===== src/rtl/sc_lsu.sv =====
// Load/store unit for the sc_rrv core: one RV32I load/store at a time, traps
// illegal/misaligned accesses before memory, returns extended load data.
module sc_lsu #(
    parameter int unsigned D_MEM_SIZE = 4096,
    parameter int unsigned ADDR_W     = $clog2(D_MEM_SIZE)
) (
    input  logic              Clk,
    input  logic              Rst_N,
    input  logic              ReqValid,
    output logic              ReqReady,
    input  logic              ReqWr,
    input  logic [2:0]        ReqFunct3,
    input  logic [ADDR_W-1:0] ReqAddr,
    input  logic [31:0]       ReqWrData,
    output logic              RspValid,
    input  logic              RspReady,
    output logic [31:0]       RspData,
    output logic              RspErr,
    output logic [ADDR_W-1:0] DMemAddress,
    output logic [31:0]       DMemData,
    output logic [3:0]        DMemByteEn,
    output logic              DMemWrEn,
    output logic              DMemRdEn,
    input  logic [31:0]       DMemRspData
);

    typedef enum logic [1:0] {
        IDLE   = 2'd0,
        ACCESS = 2'd1,
        RSP    = 2'd2
    } state_t;

    state_t            state, state_nxt;
    logic              req_wr;
    logic [2:0]        req_funct3;
    logic [ADDR_W-1:0] req_addr;
    logic [31:0]       req_wdata;
    logic [31:0]       rsp_data, rsp_data_nxt;
    logic              rsp_err, rsp_err_nxt;

    logic              accept;
    logic              illegal;
    logic              misaligned;
    logic [3:0]        byte_en;
    logic [31:0]       lane_mask;
    logic [31:0]       load_ext;

    assign accept      = ReqValid && (state == IDLE);
    assign ReqReady    = (state == IDLE);
    assign RspValid    = (state == RSP);
    assign RspData     = rsp_data;
    assign RspErr      = rsp_err;
    assign DMemAddress = req_addr;

    // Legality is judged on the live request fields so a trap never reaches ACCESS
    always_comb begin
        illegal    = (ReqFunct3 == 3'b011) || (ReqFunct3[2:1] == 2'b11)
                     || (ReqWr && ReqFunct3[2]);
        misaligned = ((ReqFunct3[1:0] == 2'b01) && ReqAddr[0])
                     || ((ReqFunct3[1:0] == 2'b10) && (ReqAddr[1:0] != 2'b00));
    end

    // Size decode from the registered request
    always_comb begin
        case (req_funct3[1:0])
            2'b00:   byte_en = 4'b0001;
            2'b01:   byte_en = 4'b0011;
            default: byte_en = 4'b1111;
        endcase
        lane_mask = {{8{byte_en[3]}}, {8{byte_en[2]}}, {8{byte_en[1]}}, {8{byte_en[0]}}};
    end

    always_comb begin
        case (req_funct3)
            3'b000:  load_ext = {{24{DMemRspData[7]}}, DMemRspData[7:0]};
            3'b100:  load_ext = {24'd0, DMemRspData[7:0]};
            3'b001:  load_ext = {{16{DMemRspData[15]}}, DMemRspData[15:0]};
            3'b101:  load_ext = {16'd0, DMemRspData[15:0]};
            default: load_ext = DMemRspData;
        endcase
    end

    // Next state, response capture and memory strobes
    always_comb begin
        state_nxt    = state;
        rsp_data_nxt = rsp_data;
        rsp_err_nxt  = rsp_err;
        DMemWrEn     = 1'b0;
        DMemRdEn     = 1'b0;
        DMemByteEn   = 4'b0000;
        DMemData     = 32'd0;
        case (state)
            IDLE: begin
                if (accept) begin
                    if (illegal || misaligned) begin
                        state_nxt    = RSP;
                        rsp_data_nxt = 32'd0;
                        rsp_err_nxt  = 1'b1;
                    end else begin
                        state_nxt = ACCESS;
                    end
                end
            end
            ACCESS: begin
                DMemByteEn   = byte_en;
                DMemData     = req_wdata & lane_mask;
                DMemWrEn     = req_wr;
                DMemRdEn     = !req_wr;
                state_nxt    = RSP;
                rsp_data_nxt = req_wr ? 32'd0 : load_ext;
                rsp_err_nxt  = 1'b0;
            end
            RSP: begin
                if (RspReady) begin
                    state_nxt = IDLE;
                end
            end
            default: state_nxt = IDLE;
        endcase
    end

    always_ff @(posedge Clk or negedge Rst_N) begin
        if (!Rst_N) begin
            state      <= IDLE;
            req_wr     <= 1'b0;
            req_funct3 <= 3'd0;
            req_addr   <= '0;
            req_wdata  <= 32'd0;
            rsp_data   <= 32'd0;
            rsp_err    <= 1'b0;
        end else begin
            state    <= state_nxt;
            rsp_data <= rsp_data_nxt;
            rsp_err  <= rsp_err_nxt;
            if (accept) begin
                req_wr     <= ReqWr;
                req_funct3 <= ReqFunct3;
                req_addr   <= ReqAddr;
                req_wdata  <= ReqWrData;
            end
        end
    end

endmodule


===== config.mk =====
export PLATFORM = sky130hd
export DESIGN_NAME = sc_lsu
export DESIGN_NICKNAME = d
export VERILOG_FILES = /design/src/rtl/sc_lsu.sv
export SDC_FILE = /design/constraint.sdc
export NUM_CORES = 1
export LEC_CHECK = 0
export BUFFER_PORTS_ARGS = -buffer_cell sky130_fd_sc_hd__buf_2
export CORE_ASPECT_RATIO = 1.25
export CORE_MARGIN = 2
export CORE_UTILIZATION = 24
export CTS_BUF_LIST = sky130_fd_sc_hd__clkbuf_4
export CTS_CLUSTER_DIAMETER = 60
export DETAILED_ROUTE_END_ITERATION = 8
export PLACE_DENSITY = 0.46
export REMOVE_ABC_BUFFERS = 1
export SKIP_CTS_REPAIR_TIMING = 1
export SLEW_MARGIN = 10
export SYNTH_ARGS = -nofsm -noshare
export SYNTH_HDL_FRONTEND = slang
export SYNTH_SLANG_ARGS = --single-unit

===== constraint.sdc =====
create_clock -name Clk -period 2.15 [get_ports Clk]
set_input_delay 0.645 -clock Clk [delete_from_list [all_inputs] [get_ports Clk]]
set_output_delay 0.645 -clock Clk [all_outputs]
set_load 0.1 [all_outputs]

==> reports/results.ini, run 1 <==
[clocking]
numCtsBuffers=9
cts.clk_slew.worst_paths_ns=0.14
cts-htree-levels=3
cts.sink_count=83
clockBufferDepth=2
clk_latency_ns=0.44
clock_tree.root_cell=sky130_fd_sc_hd__clkbuf_4
tritoncts=built

[detailed_routing]
number_of_drc_markers_in_iteration_0=141
average_routed_wire_per_standard_cell_um=15.5
postRouteWirelength_mm=9.71
post-route-drc-count=0
route.antenna.remaining_nets=0
drt_via_density=4.41
dr.pass1.iters=4
routed-via-count=2756

[final_layout]
areaGrowthSynthToFinish_pct=53.4
post_route_cells_drive_above_1_share_pct=55.0
summed_area_of_non_filler_cells_in_the_final_layout_um2=5440
post-route-util_pct=37.8
finish.net_count=526
fillers=1442
antenna_cells_inserted=0

[floorplan]
placeableCoreArea_um2=14400
start_util_pct=24.6
fp.dieH_um=140
design.portCount=169
die-width_um=113
floorplan.die_area_um2=15800
std_cell_rows=49

[timing]
unrepaired_setup_endpoints_after_global_routing=yes
maxSlewViolCount=0
finalSetupViolCount=35
finalHoldViolCount=0
slew_headroom_pct=64.6
holdWs_ns=0.157
final_critical_path_setup_slack_ns=-0.170
max_freq_ghz=0.431
period_minus_slack_ns=2.32
period_share_pct=108
final.setup_skew_ns=0.0193
worst_slew_pin_slew_ns=0.531

[setup_path]
cp-start-kind=flop
critPathMaxFanout=26
cp_data_arrival_time_ns=1.67
worstSetupEndpointType=output pin
path_cells=nor2b_4 -> buf_12 -> and3_1 -> buf_12
worst_path_most_repeated_cell=sky130_fd_sc_hd__buf_12
cp_slowest_cell=sky130_fd_sc_hd__dfrtp_1
worst_path_largest_cell_delay_ns=0.43
worst-endpoint-required_ns=1.50
criticalPathCategory=flop to output pin

[global_route]
grt_start_max_net_pins=46
global_route.usage.total_pct=12.6
global_route_wire_length_before_repair_mm=15.6
overflow_left_after_global_routing=0
antenna_found_initial=0
grt_pass1_vias=3003

[synthesis]
yosysTopAreaCellShare_pct=58.5
synth.lib_cells_used.distinct=26
yosys_warnings=0
synth_cells=271
syn-cell-area_um2=3550
number_of_storage_elements_in_the_synthesis_netlist=83
synth_area_leaders=sky130_fd_sc_hd__dfrtp_1 (59%), sky130_fd_sc_hd__mux2_2 (11%), sky130_fd_sc_hd__mux2_1 (4.8%)
syn-mean-instance-area_um2=13.1
yosysSeqAreaShare_pct=58.5
synth_top_area_cell=sky130_fd_sc_hd__dfrtp_1

[power]
internal_power_w=0.00316
combPwrFrac_pct=49.9
clockPowerShare_pct=14.9
power.switching_w=0.00303
power-per-cell-area_nw_per_um2=1140
power.share.sequential_pct=35.2
vdd.ir_drop.worst_mv=0.588
p_sw_share_pct=48.9
design_power_total_w=0.00620
power.leakage_nw=2.63

[run_status]
run_status=complete, but fails checks
failed_checks=setup timing

[worst_hold_path]
hold_path_class=input pin to async pin

[place]
port_buffers=168
placedInstanceArea_um2=5200
dpl_worst_slack_ns=0.149
dp_hpwl_mm=6.99
finalWeightedCongestion=0.771

[run]
max_cap_violations=0

[layer usage]
metal / vias to the layer above / global-route usage [%] / wire, µm
li1: 1300 / - / -
met4: 0 / 4.56 / 141
met1: 1348 / 15.2 / 4140
met2: 98 / 20.4 / 4640
met3: 10 / 4.85 / 784
met5: - / 0 / 0
[critical path: cells and delay by family (launching register included)]
kind / cells / cell delay (ns)
flops: 1 / 0.43
simple gates: 2 / 0.41
buf+inv: 2 / 0.37
[power groups by stage]
stage	combinational, W	clock (W)	sequential (W)
2_1_floorplan	0.000960	0	0.00350
3_3_place_gp	0.00301	0	0.00220
3_5_place_dp	0.00304	0	0.00220
4_1_cts	0.00304	0.000995	0.00218
5_1_grt	0.00323	0.00105	0.00224
6_report	0.00309	0.000926	0.00218
[final timing paths]
check / slack (ns) / depth (start not counted) / end / start
worst max-delay path: -0.17 / 4 / DMemData[27] / state[1]
worst min-delay path: 0.16 / 1 / RspData[8] / Rst_N
worst max register to register: 0.35 / 6 / RspData[15] / state[1]
worst min register to register: 0.49 / 1 / req_wdata[4] / req_wdata[4]
max in group asynchronous: 1.30 / 2 / req_wdata[5] / Rst_N
min in group Clk: 0.38 / 2 / state[1] / RspReady
[cell type report]
class                   instances  area, µm²  area share (%)
flip-flops and latches         83       2080            38.2
repair buffers                181       1590            29.1
multi-input cells             164       1410            25.9
well taps                     178        223            4.09
clock inverters                 7       68.8            1.26
clock buffers                   9       67.6            1.24
inverters                       3       11.3           0.207
[flip-flops by register name (all words and copies together), names as in the netlist]
signal	cells
req_wr	1
RspData	32
req_funct3	3
RspErr	1
state	2
DMemAddress	12
req_wdata	32
[cells in the mapped netlist]
cell type	count
sky130_fd_sc_hd__a221oi_1	1
sky130_fd_sc_hd__a22o_1	17
sky130_fd_sc_hd__and2_1	18
sky130_fd_sc_hd__and3_1	16
sky130_fd_sc_hd__buf_2	10
sky130_fd_sc_hd__buf_4	1
sky130_fd_sc_hd__buf_6	2
sky130_fd_sc_hd__clkbuf_1	8
sky130_fd_sc_hd__dfrtp_1	83
sky130_fd_sc_hd__inv_1	3
sky130_fd_sc_hd__mux2_1	15
sky130_fd_sc_hd__mux2_2	34
sky130_fd_sc_hd__nand2_1	9
sky130_fd_sc_hd__nand2b_1	2
sky130_fd_sc_hd__nor2_1	3
sky130_fd_sc_hd__nor2b_1	17
sky130_fd_sc_hd__nor3_1	1
sky130_fd_sc_hd__nor3b_4	1
sky130_fd_sc_hd__nor4_1	1
sky130_fd_sc_hd__o211ai_4	1
sky130_fd_sc_hd__o21a_1	1
sky130_fd_sc_hd__o21ai_0	8
sky130_fd_sc_hd__o21ai_1	1
sky130_fd_sc_hd__o2bb2ai_1	16
sky130_fd_sc_hd__o32a_1	1
sky130_fd_sc_hd__or4b_1	1
[through the flow]
stage | cells | TNS [ns]
finish | 625 | -4.71
global route | 625 | -8.67
CTS | 624 | -12.90
detailed placement | 608 | 0
global placement | 608 | 0
floorplan | 250 | -136.28
[cell families after synthesis]
kind of cell	share of synthesized area [%]
and+or+nand+nor	11.7
buffers and inverters	3.42
AOI/OAI and AO/OA	10.8
muxes	15.6
DFF	58.5
[layout by cell type (no fill, tap or decap), types with 13 or more instances in the layout]
cell	count
sky130_fd_sc_hd__o2bb2ai_1	16
sky130_fd_sc_hd__and3_1	14
sky130_fd_sc_hd__a22o_1	17
sky130_fd_sc_hd__buf_2	127
sky130_fd_sc_hd__nor2b_1	16
sky130_fd_sc_hd__and2_1	13
sky130_fd_sc_hd__buf_12	43
sky130_fd_sc_hd__mux2_1	15
sky130_fd_sc_hd__dfrtp_1	83
sky130_fd_sc_hd__mux2_2	34
No activity file was read; power rests on OpenSTA's default activity.
==> run 2: changes to the inputs <==
PLACE_DENSITY = 0.48   (was 0.46)
clock period = 1.9 ns   (was 2.15 ns; I/O delays follow)
==> run 2 against run 1 <==
The flow still finishes with violations (setup timing). Non-clock buffer count grew 3. Worst setup slack lost 0.14 ns. Cell area grew 1.7%. Via count grew 3.4%. Largest power group unchanged.
==> reports/results.ini, run 2 (same netlist as run 1, synthesis figures left out) <==
[run_status]
run_status=complete, but fails checks
failed_checks=setup timing

[timing]
final.setup_skew_ns=0.00905  ; -0.0103 ns
period_share_pct=116
finalSetupViolCount=39  ; +11%
final_critical_path_setup_slack_ns=-0.310  ; -0.140 ns
finalHoldViolCount=0  ; unchanged
slew_headroom_pct=65.8  ; +1.2 points
period_minus_slack_ns=2.21
setup_tns_ns=-10.22  ; -5.50 ns
max_freq_ghz=0.452
worst_slew_pin_slew_ns=0.510  ; -0.0206 ns
holdWs_ns=0.151  ; -0.00551 ns
unrepaired_setup_endpoints_after_global_routing=yes
maxSlewViolCount=0  ; unchanged

[detailed_routing]
drt_via_density=4.54  ; +3.0%
number_of_drc_markers_in_iteration_0=94  ; -33%
postRouteWirelength_mm=9.86  ; +1.6%
routed-via-count=2851  ; +3.4%
route.antenna.remaining_nets=0  ; unchanged
dr.pass1.iters=4  ; unchanged
average_routed_wire_per_standard_cell_um=15.7  ; +1.1%
post-route-drc-count=0  ; unchanged

[power]
vdd.ir_drop.worst_mv=0.658  ; +12%
power.leakage_nw=2.66  ; +1.2%
power-per-cell-area_nw_per_um2=1300  ; +14%
design_power_total_w=0.00717  ; +16%

[worst_hold_path]
hold_path_class=input pin to async pin

[clocking]
cts.clk_slew.worst_paths_ns=0.13  ; about the same
cts.sink_count=83  ; unchanged
cts-htree-levels=3  ; unchanged
tritoncts=built
clk_latency_ns=0.44  ; about the same
clock_tree.root_cell=sky130_fd_sc_hd__clkbuf_4
numCtsBuffers=9  ; unchanged
clockBufferDepth=2  ; unchanged

[global_route]
global_route_wire_length_before_repair_mm=16.0  ; +2.4%
grt_pass1_vias=3159  ; +5.2%
global_route.usage.total_pct=12.8  ; +0.21 points
antenna_found_initial=0  ; unchanged
grt_start_max_net_pins=84  ; +83%
overflow_left_after_global_routing=0  ; unchanged

[final_layout]
layout.cells.most_common=sky130_fd_sc_hd__buf_2
sequential_cell_area_um2=2080  ; unchanged
post-route-util_pct=38.4  ; +0.63 points
most-common-layout-cells=sky130_fd_sc_hd__buf_2 (123), sky130_fd_sc_hd__dfrtp_1 (83), sky130_fd_sc_hd__buf_12 (45)
multiInputGateArea_um2=1420  ; +0.89%
antenna_cells_inserted=0  ; unchanged
finish.net_count=529  ; +0.57%
fillers=1383  ; -4.1%
post_route_cells_drive_above_1_share_pct=56.7  ; +1.6 points
areaGrowthSynthToFinish_pct=55.9

[place]
dp_hpwl_mm=6.93  ; -0.88%
finalWeightedCongestion=0.770  ; -0.17%
dpl_worst_slack_ns=0.00391  ; -0.145 ns
port_buffers=168  ; unchanged

[run]
max_cap_violations=0  ; unchanged

[setup_path]
criticalPathCategory=flop to output pin
cp-start-kind=flop
worstSetupEndpointType=output pin
cp_data_arrival_time_ns=1.64  ; -0.03 ns
worst-endpoint-required_ns=1.33  ; -0.17 ns
critPathMaxFanout=25  ; -3.8%

[floorplan]
std_cell_rows=49  ; unchanged
design.portCount=169  ; unchanged
placeableCoreArea_um2=14400  ; unchanged
die-width_um=113  ; unchanged
floorplan.die_area_um2=15800  ; unchanged
fp.dieH_um=140  ; unchanged
start_util_pct=24.6  ; unchanged

run 2: changes by cell type in the layout (fill, tap and decap cells not counted), sizes merged:
cell and change:
buf -1, clkinvlp +1, bufinv +1, clkbuf +4
clkinv -2
run 2: final cells by class:
type | instances | share of cell area, %
clock buffer | 9 | 1.22
tap | 178 | 4.03
timing repair buffer | 184 | 29.6
clock inverter | 7 | 1.67
sequential | 83 | 37.5
inverter | 3 | 0.204
multi-input combinational | 164 | 25.7
run 2: metal layers:
layer	up-vias	wire length [µm]	GRT usage, %
li1	1301	-	-
met1	1435	3930	14.6
met2	100	4990	21.6
met3	15	713	3.85
met4	0	237	6.61
met5	-	0	0
run 2: through the flow:
stage	area [µm²]	cells
after detailed placement	5270	611
after global routing	5530	628
after CTS	5430	627
after floorplan	3440	250
after global placement	5270	611
final	5530	628
run 2: power by group:
group | internal (W) | leakage (nW) | switching, W
combinational | 0.000997 | 1.54 | 0.00253
clock | 0.000528 | 0.0796 | 0.000632
sequential | 0.00223 | 1.04 | 0.000246
total | 0.00375 | 2.66 | 0.00341
run 2: final timing paths:
kind,startpoint,end,slack [ns],cells after the start
hold / removal,Rst_N,RspData[11],0.15,2
min in group Clk,ReqAddr[4],DMemAddress[4],0.34,2
setup reg to reg,state[1],RspData[15],0.19,5
max in group asynchronous,Rst_N,req_wdata[18],1.40,2
setup / recovery,state[1],DMemData[18],-0.31,4
hold reg to reg,DMemAddress[8],DMemAddress[8],0.50,1
run 2: worst max-delay path, stage by stage, from the launching register on:
cell,delay (ns)
sky130_fd_sc_hd__dfrtp_1,0.43
sky130_fd_sc_hd__nor2b_4,0.17
sky130_fd_sc_hd__buf_12,0.18
sky130_fd_sc_hd__and3_1,0.23
sky130_fd_sc_hd__buf_12,0.18
